## config.mk

```make
export PLATFORM = sky130hd
export DESIGN_NAME = clause_dispatch_arbiter_flat
export DESIGN_NICKNAME = d
export VERILOG_FILES = /design/src/rtl/clause_pkg.sv /design/src/rtl/clause_dispatch_arbiter_if.sv /design/src/rtl/credit_counter.sv /design/src/rtl/clause_dispatch_arbiter.sv /design/src/flat_wrapper.sv
export SDC_FILE = /design/constraint.sdc
export NUM_CORES = 1
export LEC_CHECK = 0
export BUFFER_PORTS_ARGS = -buffer_cell sky130_fd_sc_hd__buf_2
export CORE_MARGIN = 4
export CORE_UTILIZATION = 53
export CTS_CLUSTER_SIZE = 20
export DETAILED_ROUTE_END_ITERATION = 6
export GPL_ROUTABILITY_DRIVEN = 0
export PLACE_DENSITY = 0.82
export SYNTH_ARGS = -nofsm -noshare
export SYNTH_HDL_FRONTEND = slang
export SYNTH_SLANG_ARGS = --single-unit
```

## constraint.sdc

```tcl
create_clock -name clock -period 8.75 [get_ports clock]
set_input_delay 0.4375 -clock clock [delete_from_list [all_inputs] [get_ports clock]]
set_output_delay 0.4375 -clock clock [all_outputs]
set_load 0.02 [all_outputs]
```

## src/rtl/clause_pkg.sv

```systemverilog
// Shared types and default clause geometry for the clause dispatch slice.
package clause_pkg;

    localparam int CLA_LENGTH      = 3;
    localparam int VARIABLE_LENGTH = 11;
    localparam int LIT_IDX_MAX     = CLA_LENGTH - 1;

    typedef logic [CLA_LENGTH*VARIABLE_LENGTH-1:0] clause_t;

    typedef enum logic {
        IDLE,
        RUN
    } dispatch_state_e;

endpackage

```

## src/rtl/clause_dispatch_arbiter_if.sv

```systemverilog
// Bundle between the clause fetch stage, the dispatcher and the engine input FIFOs.
interface clause_dispatch_arbiter_if #(
    parameter int NUM_ENGINE = 4,
    parameter int IN_WIDTH   = 4,
    parameter int CLAUSE_W   = clause_pkg::CLA_LENGTH * clause_pkg::VARIABLE_LENGTH,
    parameter int ENG_DEPTH  = 4
);
    localparam int CNT_W    = $clog2(IN_WIDTH) + 1;
    localparam int CREDIT_W = $clog2(ENG_DEPTH) + 1;

    logic                                     start_in;
    logic [NUM_ENGINE-1:0]                    engine_en_in;
    logic [IN_WIDTH-1:0][CLAUSE_W-1:0]        clause_in;
    logic [CNT_W-1:0]                         clause_cnt_in;
    logic [NUM_ENGINE-1:0]                    credit_ret_in;
    logic [CNT_W-1:0]                         clause_accept_out;
    logic [NUM_ENGINE-1:0][CLAUSE_W-1:0]      clause_out;
    logic [NUM_ENGINE-1:0]                    grant_out;
    logic [NUM_ENGINE-1:0][CREDIT_W-1:0]      credit_out;
    logic                                     idle_out;
    logic                                     overflow_err_out;

    modport master (
        output start_in, engine_en_in, clause_in, clause_cnt_in, credit_ret_in,
        input  clause_accept_out, clause_out, grant_out, credit_out, idle_out, overflow_err_out
    );

    modport slave (
        input  start_in, engine_en_in, clause_in, clause_cnt_in, credit_ret_in,
        output clause_accept_out, clause_out, grant_out, credit_out, idle_out, overflow_err_out
    );

endinterface

```

## src/rtl/credit_counter.sv

```systemverilog
// Per-engine credit counter: one credit per free slot in the engine input FIFO.
module credit_counter #(
    parameter  int ENG_DEPTH = 4,
    localparam int CREDIT_W  = $clog2(ENG_DEPTH) + 1
) (
    input  logic                clock,
    input  logic                reset,
    input  logic                dec,
    input  logic                inc,
    output logic [CREDIT_W-1:0] credit,
    output logic                has_credit,
    output logic                full,
    output logic                overflow_err
);
    localparam logic [CREDIT_W-1:0] MAX_CREDIT = CREDIT_W'(ENG_DEPTH);

    assign has_credit = (credit != '0);
    assign full       = (credit == MAX_CREDIT);

    // NOTE: sequential state uses non-blocking assignments so every counter
    // samples the same pre-edge values regardless of process ordering.
    always_ff @(posedge clock) begin
        if (reset) begin
            credit       <= MAX_CREDIT;
            overflow_err <= 1'b0;
        end else begin
            unique case ({dec, inc})
                2'b10: credit <= credit - CREDIT_W'(1);
                2'b01: begin
                    // A return into a full counter is a protocol error; hold and flag it.
                    if (full) overflow_err <= 1'b1;
                    else      credit       <= credit + CREDIT_W'(1);
                end
                default: ;
            endcase
        end
    end

endmodule

```

## src/rtl/clause_dispatch_arbiter.sv

```systemverilog
// Credit-based round-robin dispatcher from the clause fetch buffer to the BCP engines.
module clause_dispatch_arbiter
    import clause_pkg::dispatch_state_e;
    import clause_pkg::IDLE;
    import clause_pkg::RUN;
#(
    parameter int NUM_ENGINE = 4,
    parameter int IN_WIDTH   = 4,
    parameter int CLA_LENGTH = clause_pkg::CLA_LENGTH,
    parameter int VAR_WIDTH  = clause_pkg::VARIABLE_LENGTH,
    parameter int ENG_DEPTH  = 4
) (
    input  logic                    clock,
    input  logic                    reset,
    clause_dispatch_arbiter_if.slave dif
);
    localparam int CLAUSE_W = CLA_LENGTH * VAR_WIDTH;
    localparam int CNT_W    = $clog2(IN_WIDTH) + 1;
    localparam int IDX_W    = (IN_WIDTH > 1) ? $clog2(IN_WIDTH) : 1;
    localparam int PTR_W    = $clog2(NUM_ENGINE);
    localparam int CREDIT_W = $clog2(ENG_DEPTH) + 1;

    dispatch_state_e                     state;
    logic [PTR_W-1:0]                    rr_ptr;
    logic [PTR_W-1:0]                    scan_eng;
    logic [PTR_W-1:0]                    last_eng;
    logic [CNT_W-1:0]                    n_eff;
    logic [CNT_W-1:0]                    accept;
    logic [NUM_ENGINE-1:0]               grant_now;
    logic [NUM_ENGINE-1:0][IDX_W-1:0]    sel_idx;
    logic [NUM_ENGINE-1:0]               has_credit;
    logic [NUM_ENGINE-1:0]               full;
    logic [NUM_ENGINE-1:0]               ovf;
    logic [NUM_ENGINE-1:0][CREDIT_W-1:0] credit;
    logic [NUM_ENGINE-1:0]               grant_q;
    logic [NUM_ENGINE-1:0][CLAUSE_W-1:0] clause_q;

    assign n_eff = (dif.clause_cnt_in > CNT_W'(IN_WIDTH)) ? CNT_W'(IN_WIDTH) : dif.clause_cnt_in;

    // One pass from rr_ptr: the k-th eligible engine takes clause_in[k].
    always_comb begin
        // NOTE: every variable gets a default before the loop so no path
        // through this block can infer a latch.
        grant_now = '0;
        sel_idx   = '0;
        accept    = '0;
        last_eng  = rr_ptr;
        scan_eng  = rr_ptr;
        if (state == RUN && dif.start_in) begin
            for (int i = 0; i < NUM_ENGINE; i++) begin
                scan_eng = rr_ptr + PTR_W'(i);
                if (dif.engine_en_in[scan_eng] && has_credit[scan_eng] && (accept < n_eff)) begin
                    grant_now[scan_eng] = 1'b1;
                    sel_idx[scan_eng]   = accept[IDX_W-1:0];
                    accept              = accept + CNT_W'(1);
                    last_eng            = scan_eng;
                end
            end
        end
    end

    always_ff @(posedge clock) begin
        if (reset) begin
            state    <= IDLE;
            rr_ptr   <= '0;
            grant_q  <= '0;
            // NOTE: the clause registers are reset too so the engine bus never
            // carries X, even though grant_q alone qualifies it.
            clause_q <= '0;
        end else begin
            unique case (state)
                IDLE: if (dif.start_in)  state <= RUN;
                RUN:  if (!dif.start_in) state <= IDLE;
                default: state <= IDLE;
            endcase
            grant_q <= grant_now;
            if (|grant_now) rr_ptr <= last_eng + PTR_W'(1);
            for (int e = 0; e < NUM_ENGINE; e++) begin
                if (grant_now[e]) clause_q[e] <= dif.clause_in[sel_idx[e]];
            end
        end
    end

    for (genvar g = 0; g < NUM_ENGINE; g++) begin : g_credit
        credit_counter #(.ENG_DEPTH(ENG_DEPTH)) u_credit (
            .clock        (clock),
            .reset        (reset),
            .dec          (grant_now[g]),
            .inc          (dif.credit_ret_in[g]),
            .credit       (credit[g]),
            .has_credit   (has_credit[g]),
            .full         (full[g]),
            .overflow_err (ovf[g])
        );
    end

    assign dif.clause_accept_out = accept;
    assign dif.grant_out         = grant_q;
    assign dif.clause_out        = clause_q;
    assign dif.credit_out        = credit;
    assign dif.overflow_err_out  = |ovf;
    assign dif.idle_out          = (state == IDLE || n_eff == '0) && (&full) && (grant_q == '0);

endmodule

```

## src/flat_wrapper.sv

```systemverilog
// flat-port wrapper written by rule: the top's interface ports become plain ports
module clause_dispatch_arbiter_flat import clause_pkg::dispatch_state_e; import clause_pkg::IDLE; import clause_pkg::RUN; import clause_pkg::*;
#(
    parameter int NUM_ENGINE = 4,
    parameter int IN_WIDTH   = 4,
    parameter int CLA_LENGTH = clause_pkg::CLA_LENGTH,
    parameter int VAR_WIDTH  = clause_pkg::VARIABLE_LENGTH,
    parameter int ENG_DEPTH  = 4
)
  (clock, reset, dif_start_in, dif_engine_en_in, dif_clause_in, dif_clause_cnt_in, dif_credit_ret_in, dif_clause_accept_out, dif_clause_out, dif_grant_out, dif_credit_out, dif_idle_out, dif_overflow_err_out);
  clause_dispatch_arbiter_if #(.NUM_ENGINE(NUM_ENGINE), .IN_WIDTH(IN_WIDTH), .CLAUSE_W((CLA_LENGTH * VARIABLE_LENGTH)), .ENG_DEPTH(ENG_DEPTH)) dif_i ();
  input  logic clock;
  input  logic reset;
  input wire logic [$bits(dif_i.start_in)-1:0] dif_start_in;
  input wire logic [$bits(dif_i.engine_en_in)-1:0] dif_engine_en_in;
  input wire logic [$bits(dif_i.clause_in)-1:0] dif_clause_in;
  input wire logic [$bits(dif_i.clause_cnt_in)-1:0] dif_clause_cnt_in;
  input wire logic [$bits(dif_i.credit_ret_in)-1:0] dif_credit_ret_in;
  output wire logic [$bits(dif_i.clause_accept_out)-1:0] dif_clause_accept_out;
  output wire logic [$bits(dif_i.clause_out)-1:0] dif_clause_out;
  output wire logic [$bits(dif_i.grant_out)-1:0] dif_grant_out;
  output wire logic [$bits(dif_i.credit_out)-1:0] dif_credit_out;
  output wire logic [$bits(dif_i.idle_out)-1:0] dif_idle_out;
  output wire logic [$bits(dif_i.overflow_err_out)-1:0] dif_overflow_err_out;
  assign dif_i.start_in = dif_start_in;
  assign dif_i.engine_en_in = dif_engine_en_in;
  assign dif_i.clause_in = dif_clause_in;
  assign dif_i.clause_cnt_in = dif_clause_cnt_in;
  assign dif_i.credit_ret_in = dif_credit_ret_in;
  assign dif_clause_accept_out = dif_i.clause_accept_out;
  assign dif_clause_out = dif_i.clause_out;
  assign dif_grant_out = dif_i.grant_out;
  assign dif_credit_out = dif_i.credit_out;
  assign dif_idle_out = dif_i.idle_out;
  assign dif_overflow_err_out = dif_i.overflow_err_out;
  clause_dispatch_arbiter #(.NUM_ENGINE(NUM_ENGINE), .IN_WIDTH(IN_WIDTH), .CLA_LENGTH(CLA_LENGTH), .VAR_WIDTH(VAR_WIDTH), .ENG_DEPTH(ENG_DEPTH)) u_core (.clock(clock), .reset(reset), .dif(dif_i));
endmodule
```

---- Yosys cells after proc, flatten, opt, wreduce, memory -nomap -nowiden ----
Index checks and enable logic that the tools add are counted.
storage, ports and cells
  register bits after elaboration ......... 155
  input port bits ......................... 146
  output and inout port bits .............. 153
  word-level logic and storage cells ...... 182
operators by class
  add/sub/neg operators ................... 15
  $lt $le $gt $ge ......................... 17
  eq/ne operators ......................... 16
  mux-type cells .......................... 78
  bitwise operators ....................... 4
  reductions and logical operators ........ 37
operators with widths
  operator             number
  $bmux 33 s2          4
  $mux 33              4
  $mux 8               7
  $mux 3               12
  $mux 4               8
  $bwmux 8             3
  $lt 2x3->1 const B   8
  $pmux 3 s2           4
  $add 3x1->3 const B  7
  $bmux 1 s2           8
  $reduce_and 2->1     8
  $logic_and 1x1->1    15
  $mux 1               14
  $mux 2               7
  $demux 2 s2          3
  $eq 3x3->1 const B   4
  $or 4x4->4           3
  $reduce_bool 3->1    4
  $sub 3x1->3 const B  4
  $lt 3x3->1           3
  $demux 1 s2          4
  $eq 2x1->1 const B   4
  $eq 2x2->1 const B   4
  $ge 2x1->1 const B   4
  other kinds (12)     21

---- Depth between registers and ports, before layout ----
  word-level depth ........................ 22
  gate-level depth with buffers ........... 30
  depth with buffers taken out ............ 25

---- Cells and area by module ----
From an unflattened synthesis, not the netlist that was laid out.
second synthesis, totals
  cell total of the unflattened synthesis .. 1121
  area total of the unflattened synthesis .. 10353.7 um2
by module, submodules not included
  module                   instances  cells each  area each (um2)  sequential area each (um2)
  clause_dispatch_arbiter  1          1021        9357.7           2782.7
  credit_counter           4          25          249.0            80.1

---- Worst setup path after synthesis ----
OpenSTA, ideal clock, no wires.
  kind .................................... reg2reg
  from .................................... reg u_core.rr_ptr[1]
  to ...................................... reg u_core.g_credit[0].u_credit.credit[2]
  library setup time ...................... 0.117 ns
  arrival ................................. 6.001 ns
  data required time ...................... 8.633 ns
  setup slack ............................. 2.632 ns
  cell stages (with the launch flop) ...... 31
  buffers on the path ..................... 5
  clock period less this slack ............ 6.118 ns
  path through ............................ dfxtp_1 buf_2 clkinv_1 ha_1 clkbuf_1 mux4_2 inv_1 nand3_1 inv_1 ha_1 ha_1 o21bai_1 o21ai_1 o22ai_1 buf_4 buf_4 and3_1 ha_1 a21oi_1 nand2_1 o22ai_1 buf_1 o2111ai_4 a31oi_1 nor2b_1 inv_1 fa_1 nor2_1 mux2i_1 xor2_1 nand2b_1
between the ends
  word-level cells in the longest chain between the ends .. 21
  elaborated cells between the ends (all ways) .. 75
  those cells by class .................... 5 x add/sub; 11 x order compare; 3 x eq/ne; 39 x mux; 3 x bitwise; 14 x reduce/logical
ends and longest elaborated chain
  item                                                                     RTL line                       text
  from (decl)                                                              clause_dispatch_arbiter.sv:24  logic [PTR_W-1:0] rr_ptr;
  from (signal assigned)                                                   clause_dispatch_arbiter.sv:77  if (|grant_now) rr_ptr <= last_eng + PTR_W'(1);
  $bmux 1 s2                                                               clause_dispatch_arbiter.sv:52  if (dif.engine_en_in[scan_eng] && has_credit[scan_eng] && (accept < n_eff)) begin
  $mux 1 (implied by the code)                                             clause_dispatch_arbiter.sv:52
  $logic_and 1x1->1 (2 in series)                                          clause_dispatch_arbiter.sv:52
  $mux 1                                                                   clause_dispatch_arbiter.sv:52
  $mux 3                                                                   clause_dispatch_arbiter.sv:49  if (state == RUN && dif.start_in) begin
  $lt 3x3->1                                                               clause_dispatch_arbiter.sv:52
  $logic_and 1x1->1                                                        clause_dispatch_arbiter.sv:52
  $mux 3                                                                   clause_dispatch_arbiter.sv:52
  (+4 left out)                                                            --
  $mux 3                                                                   clause_dispatch_arbiter.sv:49
  $lt 3x3->1                                                               clause_dispatch_arbiter.sv:52
  $logic_and 1x1->1                                                        clause_dispatch_arbiter.sv:52
  $mux 4 (*)                                                               clause_dispatch_arbiter.sv:52
  $mux 4 (*)                                                               clause_dispatch_arbiter.sv:49
  $eq 2x1->1 / $eq 2x2->1 (equally long branches)                          credit_counter.sv:27           unique case ({dec, inc})
  $ne 2x2->1 (no source line) / $reduce_bool 2->1 (equally long branches)  --
  $reduce_and 2->1 (no source line)                                        --
  to (signal assigned)                                                     credit_counter.sv:28           2'b10: credit <= credit - CREDIT_W'(1);
  to (signal assigned)                                                     credit_counter.sv:32           else credit <= credit + CREDIT_W'(1);
  to (decl)                                                                credit_counter.sv:10           output logic [CREDIT_W-1:0] credit,
Mark *: on every way between the ends. The rest lies on a longest branch, timed or not. The select of a mux whose other input is x is not followed.
A chain may end at the register's enable or synchronous reset.

---- Worst setup path in the final report ----
  from .................................... reg u_core.rr_ptr[0]
  to ...................................... reg u_core.clause_q (netlist bit u_core.dif.clause_out[31])
between the ends
  word-level cells in the longest chain between the ends .. 20
  elaborated cells between the ends (all ways) .. 86
  those cells by class .................... 5 x add/sub; 11 x order compare; 55 x mux; 3 x bitwise; 12 x reduce/logical
ends and longest elaborated chain
  item                             RTL line                       text
  $bmux 1 s2                       clause_dispatch_arbiter.sv:52
  $mux 1 (implied by the code)     clause_dispatch_arbiter.sv:52
  $logic_and 1x1->1 (2 in series)  clause_dispatch_arbiter.sv:52
  $mux 1                           clause_dispatch_arbiter.sv:52
  $mux 3                           clause_dispatch_arbiter.sv:49
  $lt 3x3->1                       clause_dispatch_arbiter.sv:52
  $logic_and 1x1->1                clause_dispatch_arbiter.sv:52
  $mux 3                           clause_dispatch_arbiter.sv:52
  (+3 left out)                    --
  $mux 3                           clause_dispatch_arbiter.sv:52
  $mux 3                           clause_dispatch_arbiter.sv:49
  $lt 3x3->1                       clause_dispatch_arbiter.sv:52
  $logic_and 1x1->1                clause_dispatch_arbiter.sv:52
  $mux 8                           clause_dispatch_arbiter.sv:52
  $mux 8                           clause_dispatch_arbiter.sv:49
  $bmux 33 s2                      clause_dispatch_arbiter.sv:79  if (grant_now[e]) clause_q[e] <= dif.clause_in[sel_idx[e]];
  $mux 33 (implied by the code)    clause_dispatch_arbiter.sv:79
  to (signal, indexed assignment)  clause_dispatch_arbiter.sv:79
  to (decl)                        clause_dispatch_arbiter.sv:36  logic [NUM_ENGINE-1:0][CLAUSE_W-1:0] clause_q;
Parallel ways exist; a longest one is shown, timed or not. The select of a mux whose other input is x is not followed.

==> metrics <==
outcome=complete, no violations; die area=0.0216 mm2; first-pass GRT wire length=54500 um; cts bufs inserted=17; Mapped Area=between 0.01 and 0.015 mm2; flip-flop and latch count after synthesis=between 150 and 200; CP Launch Type=register; crit path max fanout=33; Final setup viols=0; chip height=147 um; Worst R2R Setup Slack=620 ps; First-pass DRT Iterations=6; routed len/inst=22.3 um; Slew @ Worst Pin=1250 ps; Crit. End Element=register; synth unique cells=between 60 and 70; min-delay worst type=in2reg; Ports=299; pin count of the biggest net entering global routing=just under 50; Longest Clk Path Bufs=2; row cnt=50; RR Endpoint=u_core.dif.clause_out[31]$_SDFFE_PP0P_; post-layout worst setup margin=617 ps; residual DRC count=0; Tot Pwr=2.39 mW; Hold-fix buffers, CTS=0; Crit. path cell count=21; post-synth net total=1203; post-CTS sizing=0; Core Region=roughly 0.019 mm2; CTS root buffer=clkbuf_16; Area Overhead vs Synth=20.1%; sequential share of the synthesized area=0.304; Mapped Cells=approximately 1000; Yosys top cell area share=0.304; H-tree levels=4; Sink Count=155; worst setup path category=reg2reg; design area=0.0123 mm2; GRT Residual Overflow=0; Routed WL=34800 um; Crit path top cell by count=ha_1; CP delay by family, top=compound AO/OA/AOI/OAI gates; Main synth FF type=dfxtp_1; initial antenna violation count=3; Final ANT Viol Nets=0; # port buffers=298; worst path cell trace=clkinv_1, ha_1, mux4_2, inv_1, nand3_1, inv_1, ha_1, ha_1, o21bai_1, o21ai_0, o22ai_1, buf_4, and3_1, ha_1, a21oi_1, nand2_1, o22ai_1, o2111ai_4, and3_1, or4_2, o221ai_1; Synth area leader=dfxtp_1; dpl cell area=around 0.012 mm2; Pleak=between 5 and 6 nW; Hold Path End=u_core.state$_SDFF_PP0_; Die X=147 um; starting density of the core=0.543; hold_ws=253 ps; Worst EP arrival=8460 ps; Max Cap Viol=0; EDFF count, synth=0; slowest stage delay, CP=1220 ps; ys async rst share=0; RSZ-0062 raised after global routing=no; Crit-path slowest cell=or4_2; Sum Neg Setup Slack=0 ps; placed wire-length estimate=23700 um; PD cells=194 mW/mm2; Hold Fails Final Rpt=0; number of global-route vias before repair=10000; peak supply drop=0.120 mV; largest cells by area after synthesis=dfxtp_1 30%, mux2i_1 27%, o221ai_2 8.8%, o221ai_1 6.2%, nand2_1 5.8%; Hold Path Stages=2; CTS tree=yes; initial drt markers=825; CP required=9080 ps; Vias=approximately 10000; Period minus WS final=around 8100 ps; worst rel slew slack=0.166; Synthesis Warnings=0; syn_area_per_cell=9.83 um2; reg2reg path depth=21; layout cells sized above 1=0.331; worst-skew pair later-pin latency=430 ps; clock skew=9.12 ps; NumNets Final=1450; hold_sp=dif_start_in; Tot GR Track Use=0.310; CP bufs+invs=4; via/cell ratio=6.42; max-slew violation count=0; critical register-to-register path startpoint=u_core.rr_ptr[0]$_SDFFE_PP0P_; Final Cycle Share=0.930; clk slew on worst S/H paths=70 ps; fmax=123 MHz; Post-CTS Setup Repair Bufs=0; pre-CTS setup slack=around 960 ps
==> routing by layer <==
layer | vias up | GRT usage | wire length (um)
met5 | - | 0 | 0
met4 | 0 | 0.154 | 1560
met3 | 131 | 0.0805 | 2990
met2 | 538 | 0.517 | 16500
met1 | 4871 | 0.371 | 13700
li1 | 4492 | - | -
==> state kept, by name, summed over array words and instances (netlist names) <==
name                                   flops
u_core.dif.clause_out                    132
u_core.rr_ptr                              2
u_core.state                               1
u_core.g_credit.u_credit.overflow_err      4
u_core.dif.grant_out                       4
u_core.g_credit.u_credit.credit           12
==> cell usage in the layout, fill, tap and decap left out, drive strengths merged, types with 8 or more instances in the layout <==
cell type  count
buf          312
mux2i        280
nand2        159
dfxtp        155
o221ai       132
nor2          33
clkbuf        21
inv           18
a21oi         14
ha            13
nand3         13
nor3          10
a31oi          9
nand2b         9
o21ai          9
nand4          8
==> cells in the mapped netlist (all sizes together), types with 10 or more instances <==
cell / n
a21oi: 14
buf: 61
clkbuf: 23
dfxtp: 155
ha: 13
inv: 14
mux2i: 280
nand2: 159
nand3: 13
nor2: 33
nor3: 10
o221ai: 132
==> kinds of logic after synthesis <==
family | share of synthesized area
buffers and inverters | 0.0566
adder cells (fa/ha/maj) | 0.0237
AO/OA/AOI/OAI | 0.215
AND/OR/NAND/NOR | 0.118
XOR/XNOR | 0.00429
multiplexers | 0.279
flip-flops | 0.304
==> where the power goes <==
part	total, mW	switching (mW)	internal [mW]
sequential	0.829	0.0599	0.769
combinational	0.842	0.548	0.294
clock	0.714	0.325	0.390
total	2.39	0.933	1.45
==> through the flow <==
stage,util,cells
6_report,0.652,1563
5_1_grt,0.652,1563
4_1_cts,0.652,1560
3_5_place_dp,0.622,1528
3_3_place_gp,0.622,1528
2_1_floorplan,-,1040
==> layout make-up <==
cell class,instances,area [um2]
Multi-Input combinational cell,785,6620
Fill cell,1510,6550
Sequential cell,155,3100
Timing Repair Buffer,312,1610
Clock buffer,21,470
Tap cell,260,325
Clock inverter,11,85.1
Inverter,16,60.1
Antenna cell,3,7.51
==> worst max-delay path by stage <==
| stage | from | to |
|---|---|---|
| 2_1_floorplan | u_core.rr_ptr[1]$_SDFFE_PP0P_ | u_core.g_credit[0].u_credit.credit[2]$_SDFFE_PP1P_ |
| 3_5_place_dp | u_core.rr_ptr[0]$_SDFFE_PP0P_ | u_core.dif.clause_out[105]$_SDFFE_PP0P_ |
| 5_1_grt | u_core.rr_ptr[0]$_SDFFE_PP0P_ | u_core.dif.clause_out[31]$_SDFFE_PP0P_ |
| 6_report | u_core.rr_ptr[0]$_SDFFE_PP0P_ | u_core.dif.clause_out[31]$_SDFFE_PP0P_ |
| 4_1_cts | u_core.rr_ptr[0]$_SDFFE_PP0P_ | u_core.dif.clause_out[31]$_SDFFE_PP0P_ |
| 3_3_place_gp | u_core.rr_ptr[0]$_SDFFE_PP0P_ | u_core.dif.clause_out[31]$_SDFFE_PP0P_ |
(Power assumes the default switching activity.)
